--- config.mk ---
export PLATFORM = sky130hd
export DESIGN_NAME = uart_tx_scheduler
export DESIGN_NICKNAME = d
export VERILOG_FILES = /design/src/rtl/uart_tx_pkg.sv /design/src/rtl/uart_tx_fifo.sv /design/src/rtl/uart_tx_scheduler.sv
export SDC_FILE = /design/constraint.sdc
export NUM_CORES = 1
export LEC_CHECK = 0
export ABC_AREA = 1
export CAP_MARGIN = 20
export CORE_UTILIZATION = 40
export CTS_CLUSTER_SIZE = 20
export DETAILED_ROUTE_END_ITERATION = 8
export GPL_TIMING_DRIVEN = 0
export PLACE_DENSITY = 0.64
export SLEW_MARGIN = 40
export SYNTH_ARGS = -nofsm -noshare
export SYNTH_HDL_FRONTEND = slang
export SYNTH_SLANG_ARGS = --single-unit
--- constraint.sdc ---
create_clock -name sysclk -period 2.3 [get_ports sysclk]
set_input_delay 0.345 -clock sysclk [delete_from_list [all_inputs] [get_ports sysclk]]
set_output_delay 0.345 -clock sysclk [all_outputs]
set_load 0.1 [all_outputs]
--- src/rtl/uart_tx_pkg.sv ---
// Shared types and constants for the UART transmit scheduler and its byte queue.
package uart_tx_pkg;

  localparam int UART_FRAME_BITS = 10;

  typedef logic [7:0] byte_t;

  typedef enum logic [0:0] {
    TX_IDLE = 1'b0,
    TX_WAIT = 1'b1
  } tx_state_e;

endpackage

--- src/rtl/uart_tx_fifo.sv ---
// Synchronous DEPTH x 8 byte queue; a push is ignored while full, a pop while empty.
module uart_tx_fifo
  import uart_tx_pkg::*;
#(
  parameter int DEPTH = 16
) (
  input  logic                   clk_i,
  input  logic                   rst_i,
  input  logic                   push_i,
  input  byte_t                  data_i,
  input  logic                   pop_i,
  output byte_t                  head_o,
  output logic [$clog2(DEPTH):0] count_o,
  output logic                   full_o,
  output logic                   empty_o
);

  localparam int AW = $clog2(DEPTH);
  localparam int CW = AW + 1;

  byte_t           mem_q [DEPTH];
  logic [AW-1:0]   wptr_q, wptr_d;
  logic [AW-1:0]   rptr_q, rptr_d;
  logic [CW-1:0]   count_q, count_d;
  logic            push_ok;
  logic            pop_ok;

  assign full_o  = (count_q == CW'(DEPTH));
  assign empty_o = (count_q == '0);
  assign count_o = count_q;
  assign head_o  = mem_q[rptr_q];

  assign push_ok = push_i && !full_o;
  assign pop_ok  = pop_i && !empty_o;

  // NOTE: every variable assigned in always_comb gets a default first, so no path can infer a latch.
  always_comb begin
    wptr_d  = wptr_q;
    rptr_d  = rptr_q;
    count_d = count_q;
    if (push_ok) wptr_d = wptr_q + AW'(1);
    if (pop_ok)  rptr_d = rptr_q + AW'(1);
    case ({push_ok, pop_ok})
      2'b10:   count_d = count_q + CW'(1);
      2'b01:   count_d = count_q - CW'(1);
      default: count_d = count_q;
    endcase
  end

  // NOTE: sequential state uses non-blocking assignments so every register samples pre-edge values.
  always_ff @(posedge clk_i) begin
    if (rst_i) begin
      wptr_q  <= '0;
      rptr_q  <= '0;
      count_q <= '0;
    end else begin
      wptr_q  <= wptr_d;
      rptr_q  <= rptr_d;
      count_q <= count_d;
    end
  end

  // NOTE: the storage array has no reset; an entry is only read after a push has written it.
  always_ff @(posedge clk_i) begin
    if (push_ok) mem_q[wptr_q] <= data_i;
  end

  always_ff @(posedge clk_i) begin
    if (!rst_i) begin
      assert (count_q <= CW'(DEPTH))
        else $error("uart_tx_fifo: occupancy %0d exceeds depth %0d", count_q, DEPTH);
    end
  end

endmodule

--- src/rtl/uart_tx_scheduler.sv ---
// Queues store bytes headed for the UART and issues one byte per frame time,
// stalling the pipeline rather than dropping a byte when the queue is full.
module uart_tx_scheduler
  import uart_tx_pkg::*;
#(
  parameter int DEPTH        = 16,
  parameter int FRAME_CYCLES = 8680
) (
  input  logic                   sysclk,
  input  logic                   cpu_reset,
  input  logic                   wr_en,
  input  byte_t                  wr_data,
  output logic                   stall_req,
  output logic                   uart_wr,
  output byte_t                  uart_dat,
  output logic [$clog2(DEPTH):0] fifo_count,
  output logic                   tx_idle
);

  localparam int CNT_W = $clog2(FRAME_CYCLES);
  localparam logic [CNT_W-1:0] CNT_LOAD = CNT_W'(FRAME_CYCLES - 1);

  tx_state_e        state_q, state_d;
  logic [CNT_W-1:0] cnt_q, cnt_d;
  logic             uart_wr_q, uart_wr_d;
  byte_t            uart_dat_q, uart_dat_d;

  logic  fifo_push;
  logic  fifo_pop;
  byte_t fifo_head;
  logic  fifo_full;
  logic  fifo_empty;

  // Registered full only, so the stall never loops back through the controller.
  assign stall_req = wr_en && fifo_full;
  assign fifo_push = wr_en && !fifo_full;

  uart_tx_fifo #(
    .DEPTH (DEPTH)
  ) u_fifo (
    .clk_i   (sysclk),
    .rst_i   (cpu_reset),
    .push_i  (fifo_push),
    .data_i  (wr_data),
    .pop_i   (fifo_pop),
    .head_o  (fifo_head),
    .count_o (fifo_count),
    .full_o  (fifo_full),
    .empty_o (fifo_empty)
  );

  always_comb begin
    state_d    = state_q;
    cnt_d      = cnt_q;
    uart_wr_d  = 1'b0;
    uart_dat_d = uart_dat_q;
    fifo_pop   = 1'b0;
    case (state_q)
      TX_IDLE: begin
        if (!fifo_empty) begin
          uart_wr_d  = 1'b1;
          uart_dat_d = fifo_head;
          fifo_pop   = 1'b1;
          cnt_d      = CNT_LOAD;
          state_d    = TX_WAIT;
        end
      end
      TX_WAIT: begin
        if (cnt_q != '0) begin
          cnt_d = cnt_q - CNT_W'(1);
        end else if (!fifo_empty) begin
          // Back-to-back issue keeps pulses exactly one frame apart.
          uart_wr_d  = 1'b1;
          uart_dat_d = fifo_head;
          fifo_pop   = 1'b1;
          cnt_d      = CNT_LOAD;
        end else begin
          state_d = TX_IDLE;
        end
      end
      default: state_d = TX_IDLE;
    endcase
  end

  always_ff @(posedge sysclk) begin
    if (cpu_reset) begin
      state_q    <= TX_IDLE;
      cnt_q      <= '0;
      uart_wr_q  <= 1'b0;
      uart_dat_q <= '0;
    end else begin
      state_q    <= state_d;
      cnt_q      <= cnt_d;
      uart_wr_q  <= uart_wr_d;
      uart_dat_q <= uart_dat_d;
    end
  end

  assign uart_wr  = uart_wr_q;
  assign uart_dat = uart_dat_q;
  assign tx_idle  = fifo_empty && (state_q == TX_IDLE);

endmodule

# Word level (Yosys, flattened, before mapping)
# Memories as Yosys holds them, arrays and structs flattened. A register that Yosys moved wholly into a read port is not among the register bits.
# Cells that the tools add are included.
# word_totals
out_inout_bits	16
mem_bits_rw	128
n_memories	1
input_bits	11
reg_bits	37
wordCells	44
# mem_list
name	words	word_bits	read_ports	rd_clocked_by_memory_dff	write_ports	line_no	text
u_fifo.mem_q	16	8	1	1	1	uart_tx_fifo.sv:21	byte_t mem_q [DEPTH];
# op_classes
add_sub_neg	5
muxes	16
bitwise	1
eq_ne	4
n_reduce_logical	10
# op_table
cell	count
$mux 14	2
$pmux 14 s2	1
$mux 8	2
$pmux 8 s2	1
$reduce_bool 14->1	1
$sub 14x1->14 const B	1
$pmux 5 s2	1
$add 4x1->4 const B	2
$mux 4	2
$add 5x1->5 const B	1
$eq 5x5->1 const B	1
$logic_and 1x1->1	5
$logic_not 5->1	1
$mux 1	5
$sub 5x1->5 const B	1
$pmux 1 s2	2
$eq 2x1->1 const B	1
$eq 2x2->1 const B	1
$logic_not 1->1	2
$ne 2x2->1 const B	1
$reduce_bool 2->1	1
$not 1->1	1

# Logic depth before layout (Yosys ltp)
# Gate-level depths: netlist of run 1.
# logic_depth
depth_word	7
mapped_depth	21
depth_no_buf	20

# By module
# Synthesis of run 1 repeated with hierarchy kept, for this count alone.
# hier_totals
cells_unflattened	660
hier_area_um2	7419.6
# modules_own_cells
mod	n_inst	area_each_um2	cells_per_inst
uart_tx_fifo	1	6134.6	478
uart_tx_scheduler	1	1285.0	182

# Worst setup path after synthesis of run 1
# OpenSTA, ideal clock, no wires.
# synth_path
path_kind	register to output
from	reg u_fifo.count_q[0] (netlist: u_fifo.count_o[0])
to	out tx_idle
arrival_time_ns	2.650
setup_slack_ns	-0.695
stages_incl_launch_ff	6
n_path_buf	1
cell_sequence	dfxtp_1 nor2_1 nand3_1 or2_1 buf_4 nor2_1
# synth_via
elab_chain_len	2
# synth_rtl
element	line_no	text
start: declaration	uart_tx_fifo.sv:24	logic [CW-1:0] count_q, count_d;
start signal: assignment	uart_tx_fifo.sv:59	count_q <= count_d;
$logic_not 5->1	uart_tx_fifo.sv:29	assign empty_o = (count_q == '0);
$logic_and 1x1->1	uart_tx_scheduler.sv:101	assign tx_idle = fifo_empty && (state_q == TX_IDLE);
end: declaration	uart_tx_scheduler.sv:17	output logic tx_idle
# Every way passes these cells.

# Worst setup path after layout of run 1
# layout_path
from	reg cnt_q[4]
to	reg u_fifo.count_q[4] (netlist: u_fifo.count_o[4])
# layout_via
elab_chain_len	6
elab_cells_between_ends	8
cone_classes	eq/ne: 2; mux: 3; reduce/logical: 3
# layout_rtl
element	line_no	text
start: declaration	uart_tx_scheduler.sv:24	logic [CNT_W-1:0] cnt_q, cnt_d;
start signal: assignment	uart_tx_scheduler.sv:93	cnt_q <= cnt_d;
$reduce_bool 14->1 (*)	uart_tx_scheduler.sv:69	if (cnt_q != '0) begin
$mux 1 (*)	uart_tx_scheduler.sv:69	
$pmux 1 s2 (*)	uart_tx_scheduler.sv:58	case (state_q)
$logic_and 1x1->1 (*)	uart_tx_fifo.sv:34	assign pop_ok = pop_i && !empty_o;
named net u_fifo.pop_ok	uart_tx_fifo.sv:26	logic pop_ok;
$eq 2x1->1 or $eq 2x2->1 (tied branches)	uart_tx_fifo.sv:43	case ({push_ok, pop_ok})
$pmux 5 s2 or $reduce_bool 2->1 (tied branches)	-	
# The timed path passes the listed nets; every way through them passes the cells marked *.
# A chain may end at the register's enable or synchronous reset.

==> results.json, run 1 <==
{
  "synth_top_family_by_area": "compound AO/OA/AOI/OAI gates",
  "cts_tree": "built",
  "pwr-share-comb_pct": 38.6,
  "synth_sequential_area_ratio_pct": 66.4,
  "powerDensity_nw_per_um2": 1300,
  "die_w_um": 135,
  "crit_path_end_kind": "flip-flop",
  "layout_min_cycle_time_ps": 2250,
  "synth-xor-area-share_pct": 0.873,
  "worstPathArrival_ps": 2550,
  "holdWs_ps": 421,
  "holdPathEnd": "cnt_q[9]$_SDFF_PP0_",
  "peakVddDrop_uv": 1090,
  "diodes": 0,
  "yosys-top-cells-count": "edfxtp_1 (128), nor2_1 (94), o21ai_0 (52)",
  "synth_fa_ha_area_share_pct": 1.78,
  "required_ps": 2590,
  "place_inst": 830,
  "numCtsBuffers": 17,
  "io_buffers": 25,
  "fmax_mhz": 444,
  "switching_share_pct": 39.5,
  "firstDrtPassIters": 5,
  "critPathKind": "flip-flop to flip-flop",
  "synth_compound_area_share_pct": 11.8,
  "p_leak_nw": 2.80,
  "timing.reg2reg.setup_slack_ps": 50,
  "drive_above_1_share_pct": 18.6,
  "p_clk_share_pct": 25.5,
  "p_int_mw": 6.52,
  "syn_inst": 580,
  "synthTopCellsByArea": "edfxtp_1 (55%), dfxtp_1 (12%), nor2_1 (5.0%)",
  "clockBufferDepth": 2,
  "htreeDepth": 4,
  "syn2layout_area_growth_pct": 17.8,
  "wl_per_cell_um": 18.0,
  "rsz0062_at_grt": "yes",
  "critPathLaunch": "cnt_q[4]$_SDFF_PP0_",
  "synth.distinct_cells": 48,
  "clock-sinks": 169,
  "dp_hpwl_um": 10600,
  "avgSynthCellArea_um2": 12.1,
  "vias": 4726,
  "root_buffer": "clkbuf_16",
  "worstReg2RegEnd": "u_fifo.count_o[4]$_SDFFE_PP0P_",
  "start_util_pct": 40.7,
  "relSlewSlack_pct": 46.9,
  "status": "finished, final reports clean",
  "yosys.area_share.simple_pct": 11.3,
  "grt_pass1_wl_um": 24700,
  "worst_pin_slew_ps": 795,
  "setup_violations": 0,
  "synth.top_cell.area_share_pct": 54.7,
  "track_usage_pct": 18.3,
  "synth_edf_count": 128,
  "min-delay-start": "cpu_reset",
  "ys_async_sr_fraction_pct": 0,
  "p_switching_mw": 4.26,
  "holdCritPathClass": "input pin to flip-flop",
  "dieArea_um2": 18100,
  "ioPinCount": 27,
  "hold_viol_final": 0,
  "clkLatencyLatePin_ps": 430,
  "finalWirelength_um": 15700,
  "overflow": 0,
  "synth_most_common_cell": "edfxtp_1",
  "ys_ff_latch": 169,
  "final_nets": 654,
  "synth-main-ff-cell": "edfxtp_1",
  "ant_nets": 0,
  "yosysWarningCount": 0,
  "synthMuxAreaShare_pct": 3.71,
  "hold_depth": 2,
  "critPathMaxFanout": 4,
  "antenna_found_initial": 0,
  "fin_skew_ps": 11.3,
  "yosys.area.top_type": "edfxtp_1",
  "grt_max_degree": 17,
  "core_um2": 17200,
  "setup-tns-final_ps": 0,
  "drc": 0,
  "p_seq_share_pct": 35.9,
  "num_rows": 48,
  "die_h_um": 135,
  "fin_crit_sh_pct": 98.0,
  "path_clk_slew_ps": 60,
  "place_congestion": 0.843,
  "synth_nets": 601,
  "drtIter0Drc": 417,
  "r2r_cells": 20,
  "max_cap_viol_count": 0,
  "synth.cell_area_um2": 7020,
  "first_global_vias": 4605,
  "slew_viol_final": 0,
  "reg2reg_from": "cnt_q[4]$_SDFF_PP0_",
  "layoutNonFillerInstCount": 871,
  "route.detailed.vias_per_inst": 5.43,
  "start_kind": "flip-flop"
}
per-stage QoR:
step           area [µm²]  total power, mW  util [%]  setup slack (ps)
6_report             8270             10.8      48.0              45.7
2_1_floorplan        7080             6.91         -              4.93
5_1_grt              8270             11.3      48.0              -156
4_1_cts              8170             10.7      47.4              1.48
3_5_place_dp         7530             7.81      43.7              -251
3_3_place_gp         7610             7.84      44.2              -188
layout make-up:
class	instances	area [µm²]
clock inverter	9	116
sequential	169	4690
inverter	36	138
timing repair buffer	34	240
buffer	30	159
tap	225	282
multi-input combinational	345	2190
clock buffer	23	458
fill	1503	8970
metal layers:
layer | vias up | global-route usage, % | share of wire, %
met5 | - | 0 | 0
met4 | 0 | 6.93 | 2.2
met3 | 23 | 4.65 | 6.6
met2 | 187 | 29.6 | 48
met1 | 2283 | 23.6 | 44
li1 | 2233 | - | -
how the worst max path moves through the flow:
stage,end,cells after the start
finish,u_fifo.count_o[4]$_SDFFE_PP0P_,20
global route,u_fifo.mem_q[3][7]$_DFFE_PP_,6
CTS,u_fifo.count_o[4]$_SDFFE_PP0P_,21
detailed placement,u_fifo.mem_q[11][3]$_DFFE_PP_,5
global placement,u_fifo.mem_q[7][5]$_DFFE_PP_,5
floorplan,u_fifo.count_o[4]$_SDFFE_PP0P_,19
cell usage in the layout, fill, tap and decap left out, drive strengths merged, types with 2 or more instances in the layout:
master,Yosys,routed
xnor2,3,3
bufinv,0,2
edfxtp,128,128
clkinv,1,2
a31oi,10,10
buf,14,39
nand2,38,38
mux2i,26,26
o211ai,6,6
o32ai,6,6
nor2,97,97
clkbuf,16,39
xor2,4,4
nand4,6,6
inv,35,37
clkdlybuf4s50,0,9
a21oi,17,17
a211oi,4,4
clkinvlp,0,4
nand3,25,25
dfxtp,41,41
o221ai,26,26
ha,10,10
nor4,2,2
nor3,4,4
o21ai,54,54
registers in the layout, indices dropped and copies added, names as in the netlist, named ones only:
signal,cells
u_fifo.mem_q,128
cnt_q,14
uart_dat,8
u_fifo.count_o,5
u_fifo.rptr_q,4
u_fifo.wptr_q,4
state_q,1
uart_wr,1
critical path: stages (launching register included):
cell and delay (ps):
dfxtp_1 360, nor2_2 150, nand2_1 120, nor2_2 110
nand2_2 80, nand2_4 90, nand2_4 50, inv_2 50
buf_6 100, ha_4 180, xnor2_2 120, inv_1 60
ha_1 170, inv_1 60, nand2_2 70, nand2_2 70
nand2_1 50, nand2_1 60, nand2_1 50, nand2_1 60
a21oi_2 50
power by group through the flow:
stage               clock network, mW  registers (mW)  logic, mW
CTS                              2.79            3.85       4.01
floorplan                           0            4.63       2.28
global placement                    0            3.90       3.94
global route                     2.92            3.91       4.49
detailed placement                  0            3.91       3.90
finish                           2.75            3.87       4.16
logic make-up after synthesis:
| logic type | count (synthesis) |
|---|---|
| buffers and inverters | 66 |
| DFF | 169 |
| adders and majority gates | 10 |
| xor gates and xnor gates | 7 |
| and+or+nand+nor | 174 |
| muxes | 26 |
| AOI/OAI and AO/OA | 128 |
what timing repair did:
action	CTS	global route
buffers inserted	6	3
cloned	0	0
setup endpoints to repair	2	118
pin swaps	2	2
hold buffers	0	0
resized for setup	8	26
(Power assumes the default switching activity.)
==> run 2: changes to the inputs <==
--- a/config.mk
+++ b/config.mk
@@ -11,7 +11,7 @@
 export CTS_CLUSTER_SIZE = 20
 export DETAILED_ROUTE_END_ITERATION = 8
 export GPL_TIMING_DRIVEN = 0
-export PLACE_DENSITY = 0.64
+export PLACE_DENSITY = 0.62
 export SLEW_MARGIN = 40
 export SYNTH_ARGS = -nofsm -noshare
 export SYNTH_HDL_FRONTEND = slang
==> constraint.sdc (replaced) <==
create_clock -name sysclk -period 2.9 [get_ports sysclk]
set_input_delay 0.435 -clock sysclk [delete_from_list [all_inputs] [get_ports sysclk]]
set_output_delay 0.435 -clock sysclk [all_outputs]
set_load 0.1 [all_outputs]
==> run 2 against run 1 <==
Compared with the run above:
- clock skew is 0.57 ps lower
- die area stayed put
- final cell count is 1.0% lower
- clock power is 20% lower
- largest power group unchanged
==> results.json, run 2 (same netlist as run 1, synthesis figures left out) <==
{
  "critPathKind": "flip-flop to flip-flop",
  "p_int_mw": 5.05,
  "mostFrequentLayoutCells": "edfxtp_1 (128), nor2_1 (91), o21ai_0 (52), dfxtp_1 (38)",
  "numCtsBuffers": 17,
  "pwr-share-comb_pct": 37.1,
  "fmax_mhz": 388,
  "path_clk_slew_ps": 60,
  "wl_per_cell_um": 18.4,
  "worst_pin_slew_ps": 850,
  "grt_max_degree": 17,
  "clock-sinks": 169,
  "slew_viol_final": 0,
  "grt_pass1_wl_um": 25000,
  "p_clk_share_pct": 26.5,
  "antenna_found_initial": 0,
  "dp_slack_ps": 175,
  "clkLatencyLatePin_ps": 420,
  "finalPower_mw": 8.34,
  "core_um2": 17200,
  "rsz0062_at_grt": "no",
  "syn2layout_area_growth_pct": 15.1,
  "worstPathArrival_ps": 2860,
  "holdWs_ps": 507,
  "layoutNonFillerInstCount": 862,
  "finalWirelength_um": 15900,
  "multi_input_area_um2": 2090,
  "diodes": 0,
  "hold_viol_final": 0,
  "regArea_um2": 4670,
  "layout_commonest_cell": "edfxtp_1",
  "root_buffer": "clkbuf_16",
  "holdCritPathClass": "flip-flop to flip-flop",
  "place_congestion": 0.862,
  "fin_area_um2": 8080,
  "drive_above_1_share_pct": 12.1,
  "dp_hpwl_um": 10900,
  "placed_area_um2": 7480,
  "first_global_vias": 4605,
  "utilization_pct": 46.9,
  "die_h_um": 135,
  "peakVddDrop_uv": 863,
  "firstDrtPassIters": 5,
  "vias": 4747,
  "drc": 0,
  "p_switching_mw": 3.29,
  "route.detailed.vias_per_inst": 5.51,
  "p_seq_share_pct": 36.4,
  "start_util_pct": 40.7,
  "required_ps": 3190,
  "layout_min_cycle_time_ps": 2580,
  "cts_tree": "built",
  "ant_nets": 0,
  "status": "finished, final reports clean",
  "nFillCells": 1522,
  "start_kind": "flip-flop",
  "overflow": 0,
  "dieArea_um2": 18100,
  "die_w_um": 135,
  "io_buffers": 25,
  "drtIter0Drc": 462,
  "fin_skew_ps": 10.7,
  "crit_path_end_kind": "flip-flop",
  "critPathMaxFanout": 10,
  "htreeDepth": 4,
  "largest_register": "u_fifo.mem_q",
  "ioPinCount": 27,
  "max_cap_viol_count": 0,
  "setup_violations": 0,
  "place_inst": 830,
  "num_rows": 48,
  "track_usage_pct": 18.5,
  "switching_share_pct": 39.4,
  "cts_setup_buffers": 0,
  "largest_reg_flops": 128,
  "p_leak_nw": 2.76,
  "final_nets": 645,
  "fin_crit_sh_pct": 88.8,
  "clockBufferDepth": 2,
  "setup_ws_ps": 325,
  "setup-tns-final_ps": 0,
  "powerDensity_nw_per_um2": 1030,
  "relSlewSlack_pct": 43.1
}
-- run 2: power by group through the flow --
stage / clock [mW] / combinational [mW] / sequential, mW
floorplan: 0 / 1.75 / 3.65
global placement: 0 / 3.05 / 3.08
detailed placement: 0 / 3.03 / 3.08
CTS: 2.24 / 3.05 / 3.04
global route: 2.34 / 3.34 / 3.06
finish: 2.21 / 3.10 / 3.04
-- run 2: final cells by class --
type                    count  share of cell area [%]
plain buffers              30                    1.87
clock buffers              26                    6.05
clock inverters             6                    1.11
inverters                  36                    1.70
multi-input cells         345                    25.9
flip-flops and latches    169                    57.8
well taps                 225                    3.48
repair buffers             25                    2.11
-- run 2: path summary, 6_finish.rpt --
check / startpoint / cells past startpoint / endpoint / slack, ps
worst max-delay path: cnt_q[0]$_SDFF_PP0_ / 21 / u_fifo.count_o[4]$_SDFFE_PP0P_ / 320
worst max register to register: cnt_q[0]$_SDFF_PP0_ / 21 / u_fifo.count_o[4]$_SDFFE_PP0P_ / 320
worst min-delay path: u_fifo.rptr_q[3]$_SDFFE_PP0P_ / 2 / flip-flop / 510
worst min register to register: u_fifo.rptr_q[3]$_SDFFE_PP0P_ / 2 / flip-flop / 510
-- run 2: repair_timing --
| item | CTS | global route |
|---|---|---|
| hold endpoints to repair | 0 | 0 |
| hold buffers | 0 | 0 |
| gates resized for setup | 0 | 3 |
| endpoints found under the setup margin | 0 | 1 |
-- run 2: worst max-delay path: stages, from the launching register on --
cell and delay (ps):
dfxtp_1 320, inv_1 130, ha_1 180, nand2_1 50, nor2_1 100, nand2_1 120
nand2_4 130, nand2_2 70, inv_1 70, clkbuf_4 240, ha_4 200, xnor2_1 130
inv_1 60, ha_1 170, inv_1 60, nand2_2 70, nand2_2 70, nand2_1 60
nand2_1 60, nand2_1 40, nand2_1 70, a21oi_2 50
-- run 2: layer usage --
layer  GRT usage [%]  routed length [µm]  vias up
li1                -                   -     2218
met1            24.4                7140     2342
met2            29.5                7490      161
met3            4.54                 916       26
met4            7.43                 337        0
met5               0                   0        -
==> run 3: changes to the inputs <==
--- a/config.mk
+++ b/config.mk
@@ -8,8 +8,10 @@
 export ABC_AREA = 1
 export CAP_MARGIN = 20
 export CORE_UTILIZATION = 40
+export CTS_BUF_LIST = sky130_fd_sc_hd__clkbuf_8
 export CTS_CLUSTER_SIZE = 20
 export DETAILED_ROUTE_END_ITERATION = 8
+export GPL_ROUTABILITY_DRIVEN = 1
 export GPL_TIMING_DRIVEN = 0
 export PLACE_DENSITY = 0.62
 export SLEW_MARGIN = 40
==> run 3 against run 2 <==
Compared with the run above:
- count of clock-buffer cells in the layout down 6
- die area unchanged
- sequential share of layout area up 1.4 points
- critical path type unchanged
- highest routed layer unchanged
==> results.json, run 3 (same netlist as run 1, synthesis figures left out) <==
{
  "route.detailed.vias_per_inst": 5.47,
  "ant_nets": 0,
  "path_clk_slew_ps": 80,
  "hold_buffers": 0,
  "setup_ws_ps": 331,
  "hold_viol_final": 0,
  "overflow": 0,
  "clkLatencyLatePin_ps": 450,
  "powerDensity_nw_per_um2": 979,
  "peakVddDrop_uv": 882,
  "setup-tns-final_ps": 0,
  "root_buffer": "clkbuf_8",
  "pwr-share-comb_pct": 39.9,
  "worst_pin_slew_ps": 810,
  "drtIter0Drc": 426,
  "path_buf_inv": 5,
  "switching_share_pct": 41.4,
  "grt_max_degree": 17,
  "antenna_found_initial": 0,
  "p_int_mw": 4.53,
  "wl_met1_um": 6950,
  "max_cap_viol_count": 0,
  "dp_slack_ps": 175,
  "core_um2": 17200,
  "max_stage_delay_ps": 320,
  "layout_min_cycle_time_ps": 2570,
  "fin_crit_sh_pct": 88.6,
  "met3_length_um": 876,
  "clockBufferDepth": 2,
  "diodes": 0,
  "cp_common_cell": "nand2_1",
  "cts_resized": 0,
  "final_nets": 645,
  "cts_setup_buffers": 0,
  "fin_skew_ps": 15.7,
  "slew_viol_final": 0,
  "p_clk_share_pct": 20.9,
  "die_h_um": 135,
  "drive_above_1_share_pct": 12.1,
  "die_w_um": 135,
  "dp_hpwl_um": 10900,
  "ioPinCount": 27,
  "wl_met2_um": 7490,
  "cp_cell_sequence": "inv_1 > ha_1 > nand2_1 > nor2_1 > nand2_1 > nand2_4 > nand2_2 > inv_1 > clkbuf_4 > ha_4 > xnor2_1 > inv_1 > ha_1 > inv_1 > nand2_2 > nand2_2 > nand2_1 > nand2_1 > nand2_1 > nand2_1 > a21oi_2",
  "largest_register": "u_fifo.mem_q",
  "worstPathArrival_ps": 2880,
  "vias": 4714,
  "critPathMaxFanout": 10,
  "largest_reg_flops": 128,
  "syn2layout_area_growth_pct": 12.3,
  "dieArea_um2": 18100,
  "required_ps": 3220,
  "p_switching_mw": 3.20,
  "setup_violations": 0,
  "rsz0062_at_grt": "no",
  "finalPower_mw": 7.73,
  "status": "finished, final reports clean",
  "p_leak_nw": 2.70,
  "crit_path_end_kind": "flip-flop",
  "fmax_mhz": 389,
  "critPathKind": "flip-flop to flip-flop",
  "track_usage_pct": 18.4,
  "cts_tree": "built",
  "path_delay_family": "simple AND/OR/NAND/NOR gates",
  "place_congestion": 0.862,
  "nFillCells": 1535,
  "wl_per_cell_um": 18.1,
  "critPathSlowestCell": "dfxtp_1",
  "start_kind": "flip-flop",
  "grt_pass1_wl_um": 24800,
  "numCtsBuffers": 17,
  "first_global_vias": 4588,
  "p_seq_share_pct": 39.2,
  "mostFrequentLayoutCells": "edfxtp_1 (128), nor2_1 (91), o21ai_0 (52), inv_1 (40), dfxtp_1 (38)",
  "layout_commonest_cell": "edfxtp_1",
  "relSlewSlack_pct": 45.8,
  "holdCritPathClass": "input pin to flip-flop",
  "num_rows": 48,
  "htreeDepth": 4,
  "clock-sinks": 169,
  "highest_layer": "met4",
  "start_util_pct": 40.7,
  "firstDrtPassIters": 5,
  "finalWirelength_um": 15600,
  "holdWs_ps": 469,
  "drc": 0,
  "io_buffers": 25
}
## run 3: cell count changes in the layout (fill, tap and decap cells not counted), sizes merged
cell    previous run  this run
clkbuf            43        37
inv               36        42
## run 3: final timing paths
path / from / end / slack, ps / depth (start not counted)
worst max register to register: cnt_q[0]$_SDFF_PP0_ / u_fifo.count_o[4]$_SDFFE_PP0P_ / 330 / 21
worst min-delay path: cpu_reset / cnt_q[9]$_SDFF_PP0_ / 470 / 2
worst min register to register: u_fifo.rptr_q[3]$_SDFFE_PP0P_ / flip-flop / 510 / 2
worst max-delay path: cnt_q[0]$_SDFF_PP0_ / u_fifo.count_o[4]$_SDFFE_PP0P_ / 330 / 21
## run 3: power by group through the flow
stage	sequential (mW)	clock (mW)	combinational (mW)
floorplan	3.65	0	1.75
global placement	3.08	0	3.05
detailed placement	3.08	0	3.03
CTS	3.03	1.65	3.04
global route	3.06	1.74	3.32
finish	3.03	1.61	3.08
## run 3: layout make-up
cell class / instances / area (µm²) / area share, %
Buffer: 30 / 151 / 1.92
Clock buffer: 20 / 275 / 3.49
Clock inverter: 12 / 113 / 1.43
Inverter: 36 / 138 / 1.74
Multi-Input combinational cell: 345 / 2090 / 26.5
Sequential cell: 169 / 4670 / 59.2
Tap cell: 225 / 282 / 3.57
Timing Repair Buffer: 25 / 170 / 2.16
## run 3: metrics by stage
step	instances	area [µm²]	util, %
global placement	830	7560	43.9
finish	862	7890	45.8
global route	862	7890	45.8
detailed placement	830	7480	43.4
CTS	862	7870	45.7
floorplan	580	7030	-
## run 3: metal layers
metal / global-route usage [%] / vias up
met3: 4.17 / 22
li1: - / 2216
met2: 29.5 / 163
met5: 0 / -
met4: 7.24 / 0
met1: 24.3 / 2313
